==> src/rtl/bin2dec_seq.sv <==
// Iterative double-dabble binary-to-BCD converter driving an active-low seven-segment bank.
// Optional macro LEADING_ZERO_BLANK_EN blanks leading zero digits above digit 0.
module bin2dec_seq #(
    parameter int WIDTH  = 8,
    parameter int DIGITS = 3
) (
    input  logic                  Clock,
    input  logic                  Reset,
    input  logic                  Start,
    input  logic [WIDTH-1:0]      V,
    output logic                  Busy,
    output logic                  Done,
    output logic                  OVF,
    output logic [4*DIGITS-1:0]   BCD,
    output logic [7*DIGITS-1:0]   SSD
);

    localparam int CW = $clog2(WIDTH + 1);

    localparam logic [1:0] IDLE  = 2'd0;
    localparam logic [1:0] SHIFT = 2'd1;
    localparam logic [1:0] FIN   = 2'd2;

    localparam logic [6:0] DASH  = 7'b0111111;
    localparam logic [6:0] BLANK = 7'b1111111;

    logic [1:0]          state;
    logic [CW-1:0]       cnt;
    logic [WIDTH-1:0]    bin_p0;
    logic [4*DIGITS-1:0] scr_p0;
    logic                sovf_p0;

    logic [4*DIGITS-1:0] adj;
    logic [4*DIGITS-1:0] scr_n;
    logic [WIDTH-1:0]    bin_n;
    logic                carry;

    function automatic logic [4*DIGITS-1:0] add3(input logic [4*DIGITS-1:0] s);
        logic [4*DIGITS-1:0] a;
        a = s;
        for (int i = 0; i < DIGITS; i++) begin
            if (a[4*i +: 4] >= 4'd5) a[4*i +: 4] = a[4*i +: 4] + 4'd3;
        end
        return a;
    endfunction

    // Active-low, bit 0 = segment a ... bit 6 = segment g
    function automatic logic [6:0] glyph(input logic [3:0] d);
        case (d)
            4'd0:    glyph = 7'b1000000;
            4'd1:    glyph = 7'b1111001;
            4'd2:    glyph = 7'b0100100;
            4'd3:    glyph = 7'b0110000;
            4'd4:    glyph = 7'b0011001;
            4'd5:    glyph = 7'b0010010;
            4'd6:    glyph = 7'b0000010;
            4'd7:    glyph = 7'b1111000;
            4'd8:    glyph = 7'b0000000;
            4'd9:    glyph = 7'b0010000;
            default: glyph = BLANK;
        endcase
    endfunction

    function automatic logic [7*DIGITS-1:0] render(input logic [4*DIGITS-1:0] b,
                                                   input logic ovf);
        logic [7*DIGITS-1:0] r;
`ifdef LEADING_ZERO_BLANK_EN
        logic lead;
        lead = 1'b1;
`endif
        r = '0;
        for (int i = DIGITS - 1; i >= 0; i--) begin
`ifdef LEADING_ZERO_BLANK_EN
            if (b[4*i +: 4] != 4'd0) lead = 1'b0;
`endif
            if (ovf) r[7*i +: 7] = DASH;
`ifdef LEADING_ZERO_BLANK_EN
            else if (lead && i != 0) r[7*i +: 7] = BLANK;
`endif
            else r[7*i +: 7] = glyph(b[4*i +: 4]);
        end
        return r;
    endfunction

    // Add-3 correction happens before the shift; the bit leaving the top digit flags overflow
    always_comb begin
        adj = add3(scr_p0);
        {carry, scr_n, bin_n} = {adj, bin_p0, 1'b0};
    end

    always_ff @(posedge Clock) begin
        if (state == IDLE && Start) begin
            bin_p0  <= V;
            scr_p0  <= '0;
            sovf_p0 <= 1'b0;
        end else if (state == SHIFT) begin
            bin_p0  <= bin_n;
            scr_p0  <= scr_n;
            sovf_p0 <= sovf_p0 | carry;
        end
    end

    // Busy is held through the Done cycle so back-to-back starts land WIDTH+2 edges apart
    always_ff @(posedge Clock or posedge Reset) begin
        if (Reset) begin
            state <= IDLE;
            cnt   <= '0;
            Busy  <= 1'b0;
            Done  <= 1'b0;
            OVF   <= 1'b0;
            BCD   <= '0;
            SSD   <= render('0, 1'b0);
        end else begin
            Done <= 1'b0;
            case (state)
                IDLE: begin
                    Busy <= Start;
                    if (Start) begin
                        state <= SHIFT;
                        cnt   <= CW'(WIDTH);
                    end
                end
                SHIFT: begin
                    cnt <= cnt - CW'(1);
                    if (cnt == CW'(1)) state <= FIN;
                end
                FIN: begin
                    BCD   <= scr_p0;
                    OVF   <= sovf_p0;
                    SSD   <= render(scr_p0, sovf_p0);
                    Done  <= 1'b1;
                    state <= IDLE;
                end
                default: state <= IDLE;
            endcase
        end
    end

endmodule

==> config.mk <==
export PLATFORM = sky130hd
export DESIGN_NAME = bin2dec_seq
export DESIGN_NICKNAME = d
export VERILOG_FILES = /design/src/rtl/bin2dec_seq.sv
export SDC_FILE = /design/constraint.sdc
export NUM_CORES = 1
export LEC_CHECK = 0
export CAP_MARGIN = 20
export CORE_MARGIN = 2
export CORE_UTILIZATION = 45
export DETAILED_ROUTE_END_ITERATION = 10
export GPL_ROUTABILITY_DRIVEN = 0
export PLACE_DENSITY = 0.74
export SETUP_SLACK_MARGIN = 0.5
export SKIP_CTS_REPAIR_TIMING = 1
export SYNTH_ARGS = -nofsm -noshare
export SYNTH_HDL_FRONTEND = slang
export SYNTH_SLANG_ARGS = --single-unit
==> constraint.sdc <==
create_clock -name Clock -period 2.8 [get_ports Clock]
set_input_delay 0.28 -clock Clock [delete_from_list [all_inputs] [get_ports Clock]]
set_output_delay 0.28 -clock Clock [all_outputs]
set_load 0.02 [all_outputs]
Yosys cells after proc, flatten, opt, wreduce, memory -nomap -nowiden. Memories as Yosys holds them, arrays and structs flattened. A register that Yosys moved wholly into a read port is not among the register bits. Cells that the tools add are included.

Add/sub/neg operators: 4. Multiply operators: 0. Div/mod/pow operators: 0. $lt $le $gt $ge: 3. Eq/ne operators: 5. Shift operators: 0. Muxes and demuxes: 20. Bitwise logic cells: 1. Reduce and logical (&&, ||, !) cells: 6.

Operators with widths (count): 4-bit two-way mux (10); 7-bit two-way mux (3); 8-bit two-way mux (2); 4-bit by 2-bit adder with 4-bit output (second input constant) (3); 4-bit by 3-bit >= comparator with 1-bit output (second input constant) (3); 4-bit case mux with 2 select lines (1); 4-bit by 1-bit equality test with 1-bit output (second input constant) (1); 2-bit two-way mux (2); 2-bit case mux with 2 select lines (1); 2-bit AND reduction (2); 2-bit nonzero test (2); 4-bit by 1-bit subtractor with 4-bit output (second input constant) (1); 2-bit by 1-bit equality test with 1-bit output (second input constant) (1); 2-bit equality test (second input constant) (1); 2-bit zero test (1); 2-bit by 1-bit inequality test with 1-bit output (second input constant) (1); 2-bit inequality test (second input constant) (1); 1-bit logical AND (1); 1-bit two-way mux (1); 1-bit OR (1).

Bits in registers: 63. Bits in latches: 0. Bits in writable memories: 0. Memory bits (read-only): 336. Input bits: 11. Output and inout bits: 36. Word-level logic and storage cells: 52. Memories: 3.

Memory list: (name not given) (words 16, bits a word 7, rd ports 1, clocked after memory_dff 1, write ports 0, RTL line 49) `case (d)`; (name not given) (words 16, bits a word 7, rd ports 1, clocked after memory_dff 1, write ports 0, RTL line 49); (name not given) (words 16, bits a word 7, rd ports 1, clocked after memory_dff 1, write ports 0, RTL line 49).

Logic depth before layout (Yosys ltp).
Depth in word-level cells: 4. Gate-level depth with buffers: 11.

Worst setup path after synthesis. No wires, ideal clock.

Kind: flip-flop to flip-flop. From: reg scr_p0[9]. To: reg (tool-made name). Setup time: 0.120 ns. Data arrival time: 2.011 ns. Data required time: 2.680 ns. Slack: 0.670 ns. Stages on the path, launching flop included: 11. Path buffers: 0. Period minus slack after synthesis: 2.130 ns. Cells stage by stage: dfxtp_1 inv_1 ha_1 nand2b_4 a2111oi_4 a221o_1 inv_1 ha_1 nor2_1 o211ai_1 o31a_1.

RTL lines: start: declaration (RTL line 30) `logic [4*DIGITS-1:0] scr_p0;`; start signal: assignment (RTL line 98) `scr_p0 <= scr_n;`.

==> reports/metrics.yaml <==
antenna_found_initial: 0
synthAdderAreaFrac_pct: 7.12
path_class: "reg -> reg"
dp_hpwl_um: 5630
port_buffers: 46
slowest_delay_ns: 0.38
worst_slack_ns: 0.563
outcome: "complete, no violations"
syn_nets: 425
synth-async-reset-ratio_pct: 50.0
grt_pass1_vias: 2868
die-area_mm2: 0.00975
critical_path.max_fanout: 5
fin_nets: 487
drc_errors: 0
wirelength_um: 8090
grt-ovfl-total: 0
ys_ff_latch: 84
synth-compound-area-share_pct: 21.1
syn_area_mm2: 0.00404
drv_cap: 0
ys_types: 51
ioPinCount: 47
preCtsSetupSlack_ns: 0.267
post-route-util_pct: 57.5
yosys-mux-area-fraction_pct: 2.94
syn_avg_cell_area_um2: 10.3
die_h_um: 98.8
slew_headroom_pct: 45.7
design_area_mm2: 0.00501
worst_pin_slew_ns: 0.813
synth_top_family_by_area: "compound AO/OA/AOI/OAI gates"
cts.path.max_buffers: 2
core_area_mm2: 0.00872
min_path_type: "in -> async"
crit_path_start_kind: "flip-flop"
start_util_pct: 46.3
cts_htree_levels: 3
cp.arrival_ns: 2.47
fin_crit_sh_pct: 79.9
dr.pass1.iters: 4
final_common_cell: "nand2_1"
diodes: 0
setup_viol: 0
fin_crit_ns: 2.24
num_rows: 34
crit_path_end_kind: "flip-flop"
mostFrequentLayoutCells: "nand2_1 (61), clkdlybuf4s50_1 (46), dfrtp_1 (37)"
cp_slowest_cell: "dfxtp_4"
track_usage_pct: 17.1
cts_buffers: 9
synth_top_flop_cell: "dfrtp_1"
hold_viol: 0
p_leak_uw: 0.00220
drive_gt1_share_pct: 20.5
synth-edff-count: 8
yosysWarnings: 0
ys_seq_area_share_pct: 48.9
grt_max_degree: 55
tns_ns: 0
cts_tree: "built"
vias: 2956
cp_cell_sequence: "inv_2 > ha_1 > nand2b_4 > a2111oi_4 > a221o_1 > inv_1 > ha_1 > nor2_1 > o211ai_2 > o31a_1"
power_density_mw_per_mm2: 1440
area_growth_syn_to_layout_pct: 24.0
post_drt_wl_per_cell_um: 14.3
die_w_um: 98.8
clk_latency_ns: 0.35
finClkSkew_ns: 0.00579
cp_data_required_time_ns: 3.03
numClockSinks: 84
ir_drop_uv: 484
postSynthCellCount: 391
rsz0062_at_grt: "false"
synth_top_area_cell: "dfrtp_1"
cts_root_buf: "clkbuf_8"
synthXorXnorAreaFrac_pct: 0
synth_top_area_share_pct: 24.2
max_freq_ghz: 0.447
grt_pass1_wl_um: 13400
yosys.area_share.simple_pct: 14.7
first_iter_violations: 110
synthTopCellsByArea: "dfrtp_1 (24%), dfxtp_1 (17%), ha_1 (7.1%)"
vias_per_cell: 5.22
cpMostUsedCell: "ha_1"
placed_area_mm2: 0.00459
drv_slew: 0
drtAntennaViolNets: 0
path_clk_slew_ns: 0.09
path summary, 6_finish.rpt:
| check | startpoint | end | slack [ns] | cells past startpoint |
|---|---|---|---|---|
| min in group Clock | flip-flop | SSD[6] | 0.43 | 2 |
| hold / removal | Reset | SSD[1] | 0.36 | 3 |
| hold reg to reg | flip-flop | SSD[6] | 0.43 | 2 |
| setup / recovery | scr_p0[1] | flip-flop | 0.56 | 10 |
| max in group asynchronous | Reset | state[1] | 2.05 | 3 |
| setup reg to reg | scr_p0[1] | flip-flop | 0.56 | 10 |
layer usage:
metal,part of all wire (%),GRT usage [%],wire [um],vias to the layer above
met4,1.4,6.32,117,0
met1,47,22.1,3770,1392
met2,48,28.0,3870,74
met3,4.1,3.83,328,11
met5,0,0,0,-
li1,-,-,-,1479
synthesized netlist by cell type, drive strengths merged (4+ instances only):
cell      n
a21oi    11
a211oi    4
mux2i     4
a221oi    4
dfrtp    39
and2      7
nor2     33
buf       7
dfxtp    34
o21ai    39
nand2    61
a2bb2oi   5
a21o      4
nand2b    9
ha       23
edfxtp    8
a221o     4
clkbuf   10
o31a      4
inv      29
a2111oi   6
mux2      7
a31oi     5
nand3     5
layout make-up:
type                            count  area, um^2
Timing Repair Buffer               68         626
Clock inverter                      7        97.6
Tap cell                          108         135
Fill cell                         743        3710
Clock buffer                        9         124
Sequential cell                    84        1990
Multi-Input combinational cell    261        1930
Inverter                           29         109
worst max-delay path, delay by kind of cell (launching register included):
kind	cells	cell delay, ns
and+or+nand+nor	2	0.29
AOI/OAI and AO/OA	4	0.87
adders and majority gates	2	0.38
buffers and inverters	2	0.19
DFF	1	0.38
logic make-up (layout without fill, tap and decap cells):
family,count (synthesis),count (layout)
AO/OA/AOI/OAI,101,101
adder cells (fa/ha/maj),23,23
buffers and inverters,46,113
flip-flops,84,84
multiplexers,11,11
AND/OR/NAND/NOR,126,126
metrics by stage:
stage | cells | total power [uW] | hold slack, ns
after floorplan | 391 | 4910 | 0.397
after global placement | 536 | 5790 | 0.407
after detailed placement | 536 | 5910 | 0.418
after CTS | 552 | 6890 | 0.374
after global routing | 566 | 7760 | 0.439
final | 566 | 7220 | 0.363
report_power, final:
part           switching, uW  internal [uW]
Sequential               429           1860
Combinational           2130           1860
Clock                    437            507
No activity file was read; power rests on OpenSTA's default activity.
